--- config.mk ---
export PLATFORM = sky130hd
export DESIGN_NAME = nfc_cmd_queue
export DESIGN_NICKNAME = d
export VERILOG_FILES = /design/src/rtl/nfc_cmd_queue.sv
export SDC_FILE = /design/constraint.sdc
export NUM_CORES = 1
export LEC_CHECK = 0
export ABC_AREA = 0
export CAP_MARGIN = 20
export CORE_UTILIZATION = 37
export DETAILED_ROUTE_END_ITERATION = 6
export GPL_ROUTABILITY_DRIVEN = 1
export MAX_ROUTING_LAYER = met4
export PLACE_DENSITY = 0.65
export SKIP_CTS_REPAIR_TIMING = 1
export SLEW_MARGIN = 5
export SYNTH_ARGS = -nofsm -noshare
export SYNTH_HDL_FRONTEND = slang
export SYNTH_SLANG_ARGS = --single-unit
--- constraint.sdc ---
create_clock -name xdma_clk -period 10.2 [get_ports xdma_clk]
set_clock_uncertainty 0.15 [all_clocks]
set_input_delay 1.02 -clock xdma_clk [delete_from_list [all_inputs] [get_ports xdma_clk]]
set_output_delay 1.02 -clock xdma_clk [all_outputs]
set_load 0.02 [all_outputs]
--- src/rtl/nfc_cmd_queue.sv ---
// Command queue between the register-file command pulses and the NFC channel.
// Registered head stage: a command pushed into an empty queue is presented the next cycle.
module nfc_cmd_queue #(
    parameter int unsigned DEPTH = 8,
    parameter int unsigned OPC_W = 16,
    parameter int unsigned LBA_W = 48,
    parameter int unsigned LEN_W = 24
) (
    input  logic                       xdma_clk,
    input  logic                       xdma_resetn,
    input  logic                       s_valid,
    output logic                       s_ready,
    input  logic [OPC_W-1:0]           s_opc,
    input  logic [LBA_W-1:0]           s_lba,
    input  logic [LEN_W-1:0]           s_len,
    output logic                       m_valid,
    input  logic                       m_ready,
    output logic [OPC_W-1:0]           m_opc,
    output logic [LBA_W-1:0]           m_lba,
    output logic [LEN_W-1:0]           m_len,
    input  logic                       i_flush,
    input  logic                       i_clr_err,
    output logic [$clog2(DEPTH):0]     o_level,
    output logic                       o_overflow,
    output logic [31:0]                o_issued_cnt
);

    localparam int unsigned AW = $clog2(DEPTH);
    localparam int unsigned PW = AW + 1;

    typedef struct packed {
        logic [OPC_W-1:0] opc;
        logic [LBA_W-1:0] lba;
        logic [LEN_W-1:0] len;
    } cmd_t;

    cmd_t            r_mem [DEPTH];
    logic [PW-1:0]   r_wr_ptr;
    logic [PW-1:0]   r_rd_ptr;
    logic [PW-1:0]   r_level;
    logic            r_s_ready;
    logic            r_m_valid;
    cmd_t            r_head;
    logic            r_overflow;
    logic [31:0]     r_issued_cnt;

    logic            w_full;
    logic            w_push;
    logic            w_pop;
    logic [PW-1:0]   w_wr_nxt;
    logic [PW-1:0]   w_rd_nxt;
    logic [PW-1:0]   w_lvl_nxt;
    cmd_t            w_s_cmd;
    cmd_t            w_head_nxt;

    // Full: same slot index, opposite wrap bit.
    assign w_full    = (r_wr_ptr[AW-1:0] == r_rd_ptr[AW-1:0]) && (r_wr_ptr[AW] != r_rd_ptr[AW]);
    assign w_push    = s_valid && !w_full && !i_flush;
    assign w_pop     = r_m_valid && m_ready;
    assign w_s_cmd   = '{opc: s_opc, lba: s_lba, len: s_len};
    assign w_wr_nxt  = r_wr_ptr + PW'(w_push);
    assign w_rd_nxt  = i_flush ? r_wr_ptr : (r_rd_ptr + PW'(w_pop));
    assign w_lvl_nxt = w_wr_nxt - w_rd_nxt;

    // Next head bypasses the array when it is the entry being written this cycle.
    assign w_head_nxt = (w_push && (w_rd_nxt == r_wr_ptr)) ? w_s_cmd : r_mem[w_rd_nxt[AW-1:0]];

    // Storage array, no reset needed.
    always_ff @(posedge xdma_clk) begin
        if (w_push) begin
            r_mem[r_wr_ptr[AW-1:0]] <= w_s_cmd;
        end
    end

    always_ff @(posedge xdma_clk or negedge xdma_resetn) begin
        if (!xdma_resetn) begin
            r_wr_ptr     <= '0;
            r_rd_ptr     <= '0;
            r_level      <= '0;
            r_s_ready    <= 1'b1;
            r_m_valid    <= 1'b0;
            r_head       <= '0;
            r_overflow   <= 1'b0;
            r_issued_cnt <= '0;
        end else begin
            r_wr_ptr  <= w_wr_nxt;
            r_rd_ptr  <= w_rd_nxt;
            r_level   <= w_lvl_nxt;
            r_s_ready <= (w_lvl_nxt != PW'(DEPTH));
            r_m_valid <= (w_lvl_nxt != '0);
            if (w_lvl_nxt != '0) begin
                r_head <= w_head_nxt;
            end
            if (w_pop) begin
                r_issued_cnt <= r_issued_cnt + 32'd1;
            end
            // A drop in the same cycle as a clear keeps the flag set.
            if (s_valid && w_full) begin
                r_overflow <= 1'b1;
            end else if (i_clr_err) begin
                r_overflow <= 1'b0;
            end
        end
    end

    assign s_ready      = r_s_ready;
    assign m_valid      = r_m_valid;
    assign m_opc        = r_head.opc;
    assign m_lba        = r_head.lba;
    assign m_len        = r_head.len;
    assign o_level      = r_level;
    assign o_overflow   = r_overflow;
    assign o_issued_cnt = r_issued_cnt;

endmodule
=== After elaboration in Yosys (flattened, before gate mapping) ===
Memory sizes are Yosys's and may differ from the RTL's.
Cells that the tools add are included.

* Bits in registers: 135
* Bits in writable memories: 704
* Input bits: 94
* Output and inout bits: 127
* Word-level logic and storage cells: 35
* Memories: 1

* $add $sub $neg: 4
* Equal/unequal tests: 4
* Muxes and demuxes: 6
* Reductions and logical operators: 10

{| class="wikitable"
|+ Memories
! memory !! words !! width !! rd ports !! clocked after memory_dff !! wr ports !! RTL line !! source
|-
| r_mem || 8 || 88 || 1 || 0 || 1 || 37 || <nowiki>cmd_t r_mem [DEPTH];</nowiki>
|}

{| class="wikitable"
|+ Operators with widths
! cell !! count
|-
| 88-bit two-way mux || 1
|-
| 32-bit by 1-bit adder with 32-bit output, second input constant || 1
|-
| 4-bit by 1-bit adder with 4-bit output || 2
|-
| 1-bit logical AND || 6
|-
| 4-bit == test || 1
|-
| 1-bit two-way mux || 4
|-
| 4-bit two-way mux || 1
|-
| 4-bit != test, second input constant || 1
|-
| 4-bit nonzero test || 1
|-
| 4-bit subtractor || 1
|-
| 3-bit == test || 1
|-
| 1-bit zero test || 2
|-
| 2-bit nonzero test || 1
|-
| 1-bit != test || 1
|}

=== Logic depth before layout (Yosys ltp) ===
* Depth after elaboration: 8
* Mapped depth: 19
* Depth with buffers taken out: 12

=== Least setup slack after synthesis ===
Ideal clock, no wire load.

* Path type: input to register
* From: input i_flush
* To: memory r_mem[0][0] in the netlist's numbering, enable pin
* Data arrival time: 7.553 ns
* Required time: 9.407 ns
* Slack: 1.854 ns
* Stages: 4
* Path buffers: 1
* Cell sequence: buf_2 > nor3b_2 > nand2b_1 > nor3_1

* Cells in the longest elaborated chain, start to end: 4

{| class="wikitable"
|+ RTL lines
! item !! RTL line !! source
|-
| start, declared || 21 || <nowiki>input logic i_flush,</nowiki>
|-
| 1-bit zero test || 58 || <nowiki>assign w_push = s_valid && !w_full && !i_flush;</nowiki>
|-
| 1-bit logical AND || 58 ||
|-
| 1-bit two-way mux || 70 || <nowiki>if (w_push) begin</nowiki>
|-
| 1-bit two-way mux (implied by the code) || 71 || <nowiki>r_mem[r_wr_ptr[AW-1:0]] <= w_s_cmd;</nowiki>
|-
| end, declared || 37 ||
|}

No other way between the ends.

=== Final worst setup path ===
* From: input m_ready
* To: register r_head (netlist bit m_lba[32])

* Cells in the longest elaborated chain, start to end: 6
* Elaborated cells on any way between the ends: 9

{| class="wikitable"
|+ RTL lines
! item !! RTL line !! source
|-
| start, declared || 17 || <nowiki>input logic m_ready,</nowiki>
|-
| 1-bit logical AND (*) || 59 || <nowiki>assign w_pop = r_m_valid && m_ready;</nowiki>
|-
| 4-bit by 1-bit adder with 4-bit output (*) || 62 || <nowiki>assign w_rd_nxt = i_flush ? r_wr_ptr : (r_rd_ptr + PW'(w_pop));</nowiki>
|-
| 4-bit two-way mux (*) || 62 ||
|-
| branches (longest 3 deep; another with 4-bit subtractor) || - ||
|-
| end signal, assigned || 92 || <nowiki>r_head <= w_head_nxt;</nowiki>
|-
| end, declared || 43 || <nowiki>cmd_t r_head;</nowiki>
|}

Every way passes the cells marked *.
A chain may end at the register's enable or synchronous reset.

==> metrics.md <==
| Metric | Value |
|---|---|
| Cell area reported after detailed placement | 36200 sq um |
| Register area | 24500 sq um |
| Part of the Yosys area used for sequential elements | 74.9% |
| Kind of end point of the critical path | flop |
| Footprint of the multi-input gates | 7700 sq um |
| Total Wirelength | 88600 um |
| Peak supply drop | 0.350 mV |
| Grt met1 use | 25.1% |
| Die Area | 89600 sq um |
| CTS tree | built |
| Initial antenna violation count | 17 |
| Post-DP HPWL | 46100 um |
| Wire length per cell after detailed routing | 23.2 um |
| Distinct cells, synth | 41 |
| Hold Slack | 287 ps |
| Worst Max-Slew Pin Slew | 1080 ps |
| Leakage Power | 13.4 nW |
| Later-pin clock latency in the skew report | 640 ps |
| Setup-violating endpoint count in the final report | 0 |
| Global-route wire length before repair | 131000 um |
| GRT met2 Usage | 32.3% |
| Overall Power | 11.7 mW |
| Area leader, netlist | sky130_fd_sc_hd__edfxtp_1 |
| Port Buffer Count | 220 |
| CTS buffer count | 83 |
| Pin count of the biggest net entering global routing | 97 |
| Vias in the first global route | 20989 |
| Final count of hold timing violations | 0 |
| Top cells by instance count after synthesis | sky130_fd_sc_hd__edfxtp_1 (704), sky130_fd_sc_hd__nand2_1 (638), sky130_fd_sc_hd__nand3_1 (192), sky130_fd_sc_hd__dfrtp_1 (134), sky130_fd_sc_hd__clkbuf_1 (108) |
| Final design instance area without fill | 38900 sq um |
| Core Area | 87200 sq um |
| Chip Height | 299 um |
| Critical Path Source | m_ready |
| Ranking of synthesized cells by area | sky130_fd_sc_hd__edfxtp_1 (65%), sky130_fd_sc_hd__dfrtp_1 (10%), sky130_fd_sc_hd__nand2_1 (7.3%) |
| Launch instance of the worst register-to-register path | r_wr_ptr[2]$_DFF_PN0_ |
| Largest driver fanout on the critical path | 95 |
| Critical path type | input pin to flop |
| Drt first-iter violations | 1917 |
| Number of standard cells in the layout, taps in and fillers out | 3825 |
| Count of vias placed by the detailed router | 20993 |
| Asr flop ratio synth | 16.1% |
| Final critical path time including I/O delays and setup | 5850 ps |
| FILL cells | 7565 |
| Post-route ant nets | 0 |
| Flop and latch count out of synthesis | 839 |
| Number of instances in the synthesized netlist | 2400 |
| Final Cycle Share | 57.4% |
| Worst relative slew slack | 28.1% |
| Cell area after synthesis | 32700 sq um |
| Final GP Congestion | 0.803 |
| Syn Nets | 2503 |
| Fraction of synthesized cell area taken by the top area cell type | 64.6% |
| Met3 usage in global routing | 4.12% |
| Most frequent cell after synthesis | sky130_fd_sc_hd__edfxtp_1 |
| Count of synthesis-stage warnings from yosys | 0 |
| Setup repair after global routing missed its margin | no |
| Layer with the highest usage | met2 |
| Deepest clock path buffer count | 3 |
| Fin. max-slew vios | 0 |
| Number of enable flip-flop cells after synthesis | 704 |
| CTS sink count | 839 |
| Floorplan row count | 108 |
| Worst endpoint data arrival time | 6160 ps |
| Required time at the worst-slack endpoint | 10510 ps |
| Total overflow reported by the global router | 0 |
| Maximum level of the CTS H-tree | 3 |
| Clk pin slew, worst setup/hold paths | 60 ps |
| Worst slack after detailed placement | 3710 ps |
| Critical Path Start Type | input pin |
| Maxcap violations | 0 |
| Initial core utilization | 37.5% |
| Setup TNS after final layout | 0 ps |
| Total global-route track usage | 20.0% |
| Mean instance size in the synthesized netlist | 13.6 sq um |
| Classification of the worst-slack hold path | input pin to asynchronous set/reset pin |
| Pwr per Cell Area | 302 nW/um^2 |
| CTS root buffer | sky130_fd_sc_hd__clkbuf_16 |
| Fraction of final layout cells sized beyond drive strength 1 | 7.35% |
| Post-Route Utilization | 44.7% |
| Placed cell count | 3653 |
| Number of detailed-routing iterations run before antenna repair | 5 |
| Final Net Count | 2688 |
| Vias per cell | 5.49 |
| Die X | 299 um |
| Worst setup margin | 4350 ps |
| Synth-to-layout area growth | 19.0% |
| Drc violations | 0 |
| Run status | finished clean |
| Most instantiated flip-flop cell in the synthesis netlist | sky130_fd_sc_hd__edfxtp_1 |
| Top Ports | 221 |
| Maximum frequency from static timing analysis | 0.171 GHz |
report_power, final:
part	internal (mW)	switching (mW)	leakage [nW]
logic	1.34	2.91	4.13
registers	4.23	0.307	7.96
clock network	1.67	1.29	1.30
routing by layer:
layer / share of wire (%) / vias to the layer above
li1: - / 9319
met1: 41 / 10613
met2: 49 / 911
met3: 8.3 / 150
met4: 2.4 / 0
met5: 0 / -
sequential cells by signal, indices dropped and copies added, names as in the netlist:
register      flops
r_mem           704
m_lba            48
o_issued_cnt     32
m_len            24
m_opc            16
o_level           4
r_rd_ptr          4
r_wr_ptr          4
m_valid           1
o_overflow        1
s_ready           1
kinds of logic after synthesis:
group	Yosys count	synth area share, %
simple gates	1056	14.2
flops	839	74.9
compound gates	190	4.31
buf+inv	170	2.17
mux	90	2.76
xor+xnor	46	1.28
fa+ha+maj	9	0.367
layout by cell type (no fill, tap or decap), types with 3 or more instances in the layout:
cell type,count
sky130_fd_sc_hd__nand2b_1,6
sky130_fd_sc_hd__nand2_1,638
sky130_fd_sc_hd__and4_1,4
sky130_fd_sc_hd__clkinv_1,8
sky130_fd_sc_hd__nor2_4,6
sky130_fd_sc_hd__and2_1,3
sky130_fd_sc_hd__nor3_1,91
sky130_fd_sc_hd__a32oi_1,88
sky130_fd_sc_hd__and3_1,4
sky130_fd_sc_hd__a31oi_1,88
sky130_fd_sc_hd__bufinv_16,5
sky130_fd_sc_hd__clkinv_2,24
sky130_fd_sc_hd__nor2_1,8
sky130_fd_sc_hd__ha_1,8
sky130_fd_sc_hd__nand4_1,93
sky130_fd_sc_hd__xor2_1,17
sky130_fd_sc_hd__diode_2,17
sky130_fd_sc_hd__edfxtp_1,704
sky130_fd_sc_hd__inv_1,8
sky130_fd_sc_hd__inv_6,4
sky130_fd_sc_hd__dfrtp_1,134
sky130_fd_sc_hd__buf_4,38
sky130_fd_sc_hd__clkdlybuf4s50_1,219
sky130_fd_sc_hd__nand3_1,191
sky130_fd_sc_hd__clkbuf_16,84
sky130_fd_sc_hd__o21ai_4,3
sky130_fd_sc_hd__mux2i_1,88
sky130_fd_sc_hd__clkbuf_1,21
sky130_fd_sc_hd__xnor2_1,28
critical path, stage by stage:
cell                              delay, ps
sky130_fd_sc_hd__clkdlybuf4s50_1        480
sky130_fd_sc_hd__and2_1                 250
sky130_fd_sc_hd__ha_1                   240
sky130_fd_sc_hd__ha_1                   310
sky130_fd_sc_hd__inv_1                  220
sky130_fd_sc_hd__o21ai_4                100
sky130_fd_sc_hd__inv_8                  480
sky130_fd_sc_hd__ha_1                   350
sky130_fd_sc_hd__a21o_1                 170
sky130_fd_sc_hd__a21oi_1                170
sky130_fd_sc_hd__xor3_4                 670
sky130_fd_sc_hd__or2_4                  850
sky130_fd_sc_hd__buf_4                  620
sky130_fd_sc_hd__a31oi_1                170
worst paths after layout:
kind                       depth (start not counted)                      endpoint  slack (ps)
max                                               14         m_lba[32]$_DFFE_PN0P_        4350
min                                                1        o_overflow$_DFFE_PN0P_         290
max reg2reg                                       12         m_lba[32]$_DFFE_PN0P_        4750
min reg2reg                                        1  o_issued_cnt[31]$_DFFE_PN0N_         320
max in group asynchronous                          3         m_lba[36]$_DFFE_PN0P_        8280
min in group xdma_clk                              1  o_issued_cnt[31]$_DFFE_PN0N_         320
cell type report:
| type | instances | area share, % |
|---|---|---|
| diodes | 17 | 0.109 |
| repair buffers | 260 | 6.53 |
| multi-input cells | 1391 | 19.8 |
| clock buffers | 106 | 5.64 |
| flip-flops and latches | 839 | 63.0 |
| inverters | 10 | 0.119 |
| clock inverters | 47 | 1.15 |
| well taps | 1155 | 3.71 |
Note: power is estimated with default switching activity, not from simulation.
